--- config.mk ---
export PLATFORM = sky130hd
export DESIGN_NAME = wb_led_pwm
export DESIGN_NICKNAME = d
export VERILOG_FILES = /design/src/rtl/wb_led_pwm_pkg.sv /design/src/rtl/led_pwm_core.sv /design/src/rtl/wb_led_pwm.sv
export SDC_FILE = /design/constraint.sdc
export NUM_CORES = 1
export LEC_CHECK = 0
export CAP_MARGIN = 20
export CORE_ASPECT_RATIO = 1.25
export CORE_MARGIN = 2
export CORE_UTILIZATION = 40
export DETAILED_ROUTE_END_ITERATION = 8
export HOLD_SLACK_MARGIN = 0.12
export PLACE_DENSITY = 0.62
export SYNTH_ARGS = -nofsm -noshare
export SYNTH_HDL_FRONTEND = slang
export SYNTH_SLANG_ARGS = --single-unit
--- constraint.sdc ---
create_clock -name wb_clk_i -period 3.85 [get_ports wb_clk_i]
set_input_delay 1.155 -clock wb_clk_i [delete_from_list [all_inputs] [get_ports wb_clk_i]]
set_output_delay 1.155 -clock wb_clk_i [all_outputs]
set_load 0.01 [all_outputs]
--- src/rtl/wb_led_pwm_pkg.sv ---
// wb_led_pwm_pkg: shared constants for the Wishbone LED PWM peripheral.
//   - word offsets of the four registers (byte address bits [3:2])
//   - CTRL and BLINK field positions
//   - PHASE_MAX: last phase value of a PWM frame (frame is 255 ticks long)
package wb_led_pwm_pkg;

  localparam logic [1:0] REG_CTRL    = 2'd0;
  localparam logic [1:0] REG_DUTY_LO = 2'd1;
  localparam logic [1:0] REG_DUTY_HI = 2'd2;
  localparam logic [1:0] REG_BLINK   = 2'd3;

  localparam int CTRL_EN_BIT       = 0;
  localparam int CTRL_PRESCALE_LSB = 8;
  localparam int BLINK_MASK_LSB    = 0;
  localparam int BLINK_PERIOD_LSB  = 16;

  localparam logic [7:0] PHASE_MAX = 8'd254;

endpackage

--- src/rtl/led_pwm_core.sv ---
// led_pwm_core: prescaler, PWM phase, blink frame counter and per-LED
// comparators.
// Ports:
//   clk_i, rst_n_i   clock, synchronous active-low reset
//   en_i             global enable; when low all counters are held idle
//   prescale_i       P: one phase step every P+1 clocks
//   duty_i[8]        per-LED duty, LED on while phase < duty
//   mask_i           LEDs whose output is gated by the blink state
//   period_i         B: blink half-period in frames, 0 = no blinking
//   lit_o            combinational lit pattern (registered by the top)
module led_pwm_core
  import wb_led_pwm_pkg::*;
(
  input  logic            clk_i,
  input  logic            rst_n_i,
  input  logic            en_i,
  input  logic [7:0]      prescale_i,
  input  logic [7:0][7:0] duty_i,
  input  logic [7:0]      mask_i,
  input  logic [15:0]     period_i,
  output logic [7:0]      lit_o
);

  logic [7:0]  pcnt_q, pcnt_d;
  logic [7:0]  phase_q, phase_d;
  logic [15:0] fcnt_q, fcnt_d;
  logic        bstate_q, bstate_d;
  logic        tick;
  logic        frame;

  // Exact-match tick: lowering P below pcnt lets pcnt run through 255
  // and wrap before the next tick instead of forcing a restart.
  assign tick  = en_i && (pcnt_q == prescale_i);
  assign frame = tick && (phase_q == PHASE_MAX);

  always_comb begin
    pcnt_d   = pcnt_q + 8'd1;
    phase_d  = phase_q;
    fcnt_d   = fcnt_q;
    bstate_d = bstate_q;
    if (!en_i) begin
      pcnt_d   = 8'd0;
      phase_d  = 8'd0;
      fcnt_d   = 16'd0;
      bstate_d = 1'b1;
    end else begin
      if (tick) begin
        pcnt_d  = 8'd0;
        phase_d = frame ? 8'd0 : phase_q + 8'd1;
      end
      if (period_i == 16'd0) begin
        fcnt_d   = 16'd0;
        bstate_d = 1'b1;
      end else if (frame) begin
        if (fcnt_q == period_i - 16'd1) begin
          fcnt_d   = 16'd0;
          bstate_d = ~bstate_q;
        end else if (fcnt_q >= period_i) begin
          // Period shrunk below the running count: restart the count.
          fcnt_d = 16'd0;
        end else begin
          fcnt_d = fcnt_q + 16'd1;
        end
      end
    end
  end

  always_ff @(posedge clk_i) begin
    if (!rst_n_i) begin
      pcnt_q   <= 8'd0;
      phase_q  <= 8'd0;
      fcnt_q   <= 16'd0;
      bstate_q <= 1'b1;
    end else begin
      pcnt_q   <= pcnt_d;
      phase_q  <= phase_d;
      fcnt_q   <= fcnt_d;
      bstate_q <= bstate_d;
    end
  end

  // Phase tops out at 254, so duty 255 is always on and duty 0 never.
  always_comb begin
    lit_o = '0;
    for (int i = 0; i < 8; i++) begin
      lit_o[i] = en_i && (phase_q < duty_i[i]) && (bstate_q || !mask_i[i]);
    end
  end

endmodule

--- src/rtl/wb_led_pwm.sv ---
// wb_led_pwm: Wishbone classic slave driving eight PWM/blink LEDs.
// Ports:
//   wb_clk_i, wb_rst_n_i   clock, synchronous active-low reset
//   wb_adr_i[3:0]          byte address, [3:2] selects the word
//   wb_dat_i, wb_sel_i     write data and byte enables
//   wb_we_i, wb_cyc_i, wb_stb_i   Wishbone classic controls
//   wb_dat_o, wb_ack_o     registered read data and acknowledge
//   led_o[7:0]             registered LED drive (inverted if LED_ACTIVE_LOW)
// Registers: 0x0 CTRL {P[15:8], en[0]}, 0x4 DUTY_LO, 0x8 DUTY_HI,
//            0xC BLINK {B[31:16], M[7:0]}.
module wb_led_pwm
  import wb_led_pwm_pkg::*;
#(
  parameter bit         LED_ACTIVE_LOW = 1'b0,
  parameter logic [7:0] RESET_DUTY     = 8'h00
) (
  input  logic        wb_clk_i,
  input  logic        wb_rst_n_i,
  input  logic [3:0]  wb_adr_i,
  input  logic [31:0] wb_dat_i,
  input  logic [3:0]  wb_sel_i,
  input  logic        wb_we_i,
  input  logic        wb_cyc_i,
  input  logic        wb_stb_i,
  output logic [31:0] wb_dat_o,
  output logic        wb_ack_o,
  output logic [7:0]  led_o
);

  logic            en_q, en_d;
  logic [7:0]      prescale_q, prescale_d;
  logic [7:0][7:0] duty_q, duty_d;
  logic [7:0]      mask_q, mask_d;
  logic [15:0]     period_q, period_d;
  logic            ack_q, ack_d;
  logic [31:0]     dat_q, dat_d;
  logic [7:0]      led_q, led_d;
  logic [7:0]      lit;
  logic [31:0]     rdata;
  logic [1:0]      word;
  logic            req;
  logic            unused_adr_bits;

  // Handshake: a request is cyc & stb while ack is low. It is accepted
  // on the next rising edge, which raises ack for exactly one cycle and
  // commits write data; with stb held, ack therefore pulses every other
  // cycle. dat_o carries read data only while ack is high, else 0.
  assign req             = wb_cyc_i && wb_stb_i && !ack_q;
  assign word            = wb_adr_i[3:2];
  assign unused_adr_bits = ^wb_adr_i[1:0];

  always_comb begin
    rdata = '0;
    case (word)
      REG_CTRL:    rdata = {16'h0, prescale_q, 7'h0, en_q};
      REG_DUTY_LO: rdata = {duty_q[3], duty_q[2], duty_q[1], duty_q[0]};
      REG_DUTY_HI: rdata = {duty_q[7], duty_q[6], duty_q[5], duty_q[4]};
      REG_BLINK:   rdata = {period_q, 8'h0, mask_q};
    endcase
  end

  always_comb begin
    en_d       = en_q;
    prescale_d = prescale_q;
    duty_d     = duty_q;
    mask_d     = mask_q;
    period_d   = period_q;
    ack_d      = req;
    dat_d      = (req && !wb_we_i) ? rdata : 32'h0;
    led_d      = lit ^ {8{LED_ACTIVE_LOW}};
    if (req && wb_we_i) begin
      case (word)
        REG_CTRL: begin
          if (wb_sel_i[0]) en_d       = wb_dat_i[CTRL_EN_BIT];
          if (wb_sel_i[1]) prescale_d = wb_dat_i[CTRL_PRESCALE_LSB +: 8];
        end
        REG_DUTY_LO: begin
          for (int b = 0; b < 4; b++)
            if (wb_sel_i[b]) duty_d[b] = wb_dat_i[8*b +: 8];
        end
        REG_DUTY_HI: begin
          for (int b = 0; b < 4; b++)
            if (wb_sel_i[b]) duty_d[b+4] = wb_dat_i[8*b +: 8];
        end
        REG_BLINK: begin
          if (wb_sel_i[0]) mask_d         = wb_dat_i[BLINK_MASK_LSB +: 8];
          if (wb_sel_i[2]) period_d[7:0]  = wb_dat_i[BLINK_PERIOD_LSB +: 8];
          if (wb_sel_i[3]) period_d[15:8] = wb_dat_i[BLINK_PERIOD_LSB+8 +: 8];
        end
      endcase
    end
  end

  // Reset wins over a pending request: no ack and the write is dropped.
  always_ff @(posedge wb_clk_i) begin
    if (!wb_rst_n_i) begin
      en_q       <= 1'b0;
      prescale_q <= 8'h00;
      duty_q     <= {8{RESET_DUTY}};
      mask_q     <= 8'h00;
      period_q   <= 16'h0000;
      ack_q      <= 1'b0;
      dat_q      <= 32'h0;
      led_q      <= {8{LED_ACTIVE_LOW}};
    end else begin
      en_q       <= en_d;
      prescale_q <= prescale_d;
      duty_q     <= duty_d;
      mask_q     <= mask_d;
      period_q   <= period_d;
      ack_q      <= ack_d;
      dat_q      <= dat_d;
      led_q      <= led_d;
    end
  end

  led_pwm_core u_core (
    .clk_i      (wb_clk_i),
    .rst_n_i    (wb_rst_n_i),
    .en_i       (en_q),
    .prescale_i (prescale_q),
    .duty_i     (duty_q),
    .mask_i     (mask_q),
    .period_i   (period_q),
    .lit_o      (lit)
  );

  assign wb_ack_o = ack_q;
  assign wb_dat_o = dat_q;
  assign led_o    = led_q;

endmodule

==> metrics <==
Tot Pwr 3.61 mW; Power Density 330 mW/mm2; clk sink count 171; RePlAce Congestion 0.866; initial core utilization 40.5%; Post-Route WL 24,000 um; Area growth, synth to finish 18.4%; EDFF count, synth 0; leakage 4.20 nW; via count 7,649; hold_buf cts 0; CTS buffer count 17; reg2reg start u_core.phase_q[5]; status finished with violations; initial antenna violation count 0; peak supply drop 272 uV; Setup TNS 0 ns; pins over their slew limit 0; Yosys cell types 55; DP HPWL 17,400 um; Slew @ Worst Pin 0.888 ns; CTS tree built; RSZ-0062 raised after global routing false; Hold WC Path Type register to register; CTS H-tree lvls 4; Root Buffer clkbuf_16; Post-CTS Setup Bufs 0; Post-DRT Antenna Nets 0; Clk pin slew, worst setup/hold paths 0.07 ns; Final min period 2.94 ns; Ant. Diodes 0; failing checks design-rule violations; gr ovfl total 0; site row count 62; Synth Net Count 1,203; Post-Syn Area 0.00926 mm2; worst path arrival time 3.24 ns; startpoint types register; Worst R2R End u_core.bstate_q; DR iter-0 viols 439; Via density 5.27; Final Hold Vio Count 0; Synth area leader dfxtp_1; Synth Register Bits 171; achievable frequency 0.340 GHz; Max-slew headroom 40.8%; gr usage total 20.2%; endpoints failing setup 0; Nets 1,273; Min Hold Slack 0.467 ns; hold path cells 2; first-pass GRT wire length 39,100 um; total of max-cap violations 0; final critical-path share of the clock period 76.4%; top_reg_cell synth dfxtp_1; Critical Path RT 4.15 ns; Yosys warning count 0; clk buf depth 2; Area contributors post-synth dfxtp_1 (37%), ha_1 (10%), mux2i_1 (6.4%), a21boi_0 (4.0%), nand2_1 (3.8%); Synth top cells by count dfxtp_1 (171), nand2_1 (95), nor2_1 (86), inv_1 (85), ha_1 (77); number of global-route vias before repair 7,461; Yosys top cell area share 37.0%; R2R setup slack 0.91 ns; ys async rst share 0%; Final Skew 0.0163 ns; Avg Cell Area, Syn 8.57 um2; critical path type register to register; port buffer count 83; clock latency on the worst-skew pair 0.43 ns; DR WL/cell 16.5 um; Ports 86; largest net degree at the start of global routing 99; core area 0.0229 mm2; worst-path fanout max 12; most frequent cell after synthesis dfxtp_1; Pre-Repair DR Iteration Count 7; DRC viols 5; min-delay src duty_q[39]; crit end category register; R2R depth 7; sequential-to-total area share from yosys stat 37.0%; post_cts resized 0; Die Area 0.0244 mm2; hold endpoint duty_q[39]; layout cells sized above 1 6.10%; Die Ht 174 um; Die X 140 um; Syn Inst Count 1,081
==> critical path, stage by stage (launching register included) <==
cell       delay, ns
dfxtp_1         0.73
nand4_1         0.19
or2_2           0.34
or4_1           0.69
nor2_1          0.16
o2111ai_1       0.19
o21ai_1         0.16
or3b_1          0.35
==> how the worst max path moves through the flow <==
stage          cells past startpoint              end              start
2_1_floorplan                      7      period_q[0]           wb_cyc_i
6_report                           7  u_core.bstate_q  u_core.phase_q[5]
3_5_place_dp                       6     period_q[11]           wb_cyc_i
5_1_grt                            7  u_core.bstate_q  u_core.phase_q[5]
4_1_cts                            7  u_core.bstate_q  u_core.phase_q[5]
3_3_place_gp                       6      period_q[9]           wb_cyc_i
==> sequential cells by signal (all words and copies together), names as in the netlist <==
signal           cells
duty_q              64
u_core.bstate_q      1
u_core.phase_q       8
mask_q               8
u_core.pcnt_q        8
en_q                 1
u_core.fcnt_q       16
wb_dat_o            32
prescale_q           8
wb_ack_o             1
period_q            16
led_o                8
==> placed cells by master, fill, tap and decap left out, types with 6 or more instances in the layout <==
master | netlist | routed
ha_1 | 77 | 77
buf_4 | 2 | 20
nor2_1 | 86 | 86
inv_6 | 0 | 6
nand3_1 | 67 | 67
and3_1 | 7 | 7
dfxtp_1 | 171 | 171
inv_1 | 85 | 85
a21boi_0 | 49 | 49
xnor2_1 | 25 | 25
mux2i_1 | 59 | 59
a211o_1 | 9 | 9
a22oi_1 | 23 | 23
a211oi_1 | 6 | 6
o21ai_0 | 34 | 34
nor2b_1 | 54 | 52
nand2b_1 | 12 | 12
or3_1 | 9 | 9
clkdlybuf4s50_1 | 0 | 81
nand2_1 | 95 | 95
nor3_1 | 17 | 17
o211ai_1 | 8 | 8
a21oi_1 | 20 | 20
clkbuf_16 | 0 | 17
xor2_1 | 25 | 25
nand4_1 | 16 | 16
a21o_1 | 26 | 26
==> stage by stage <==
| stage | util (%) | instances | setup WS [ns] | cell area, um2 |
|---|---|---|---|---|
| after floorplan | - | 1081 | 1.21 | 9260 |
| after global placement | 45.5 | 1420 | 0.679 | 10400 |
| after detailed placement | 45.5 | 1420 | 0.630 | 10400 |
| after CTS | 47.9 | 1452 | 0.882 | 11000 |
| after global routing | 47.9 | 1452 | 0.700 | 11000 |
| final | 47.9 | 1452 | 0.908 | 11000 |
==> cell type report <==
class	instances	area, um2
Fill cell	2214	11900
Inverter	86	323
Clock inverter	13	106
Sequential cell	171	3420
Clock buffer	19	443
Multi-Input combinational cell	770	5300
Timing Repair Buffer	105	1010
Tap cell	288	360
==> kinds of logic after synthesis <==
group	synth area share [%]
adders and majority gates	10.4
buffers and inverters	5.92
muxes	6.86
and+or+nand+nor	20.7
xor gates and xnor gates	4.73
AOI/OAI and AO/OA	14.4
DFF	37.0
==> where the power goes <==
part,total (mW),internal [mW],switching (mW),leakage [nW]
sequential,1.78,1.78,0.00740,1.38
combinational,0.202,0.0920,0.110,2.55
clock,1.63,0.860,0.769,0.267
total,3.61,2.73,0.887,4.20
==> layer usage <==
layer	up-vias	GRT usage, %	part of all wire [%]
met3	40	3.00	3.6
met4	0	7.74	2.9
met1	3596	26.2	46
met2	159	34.0	48
li1	3854	-	-
met5	-	0	0
Power figures use the tool's default switching activity.
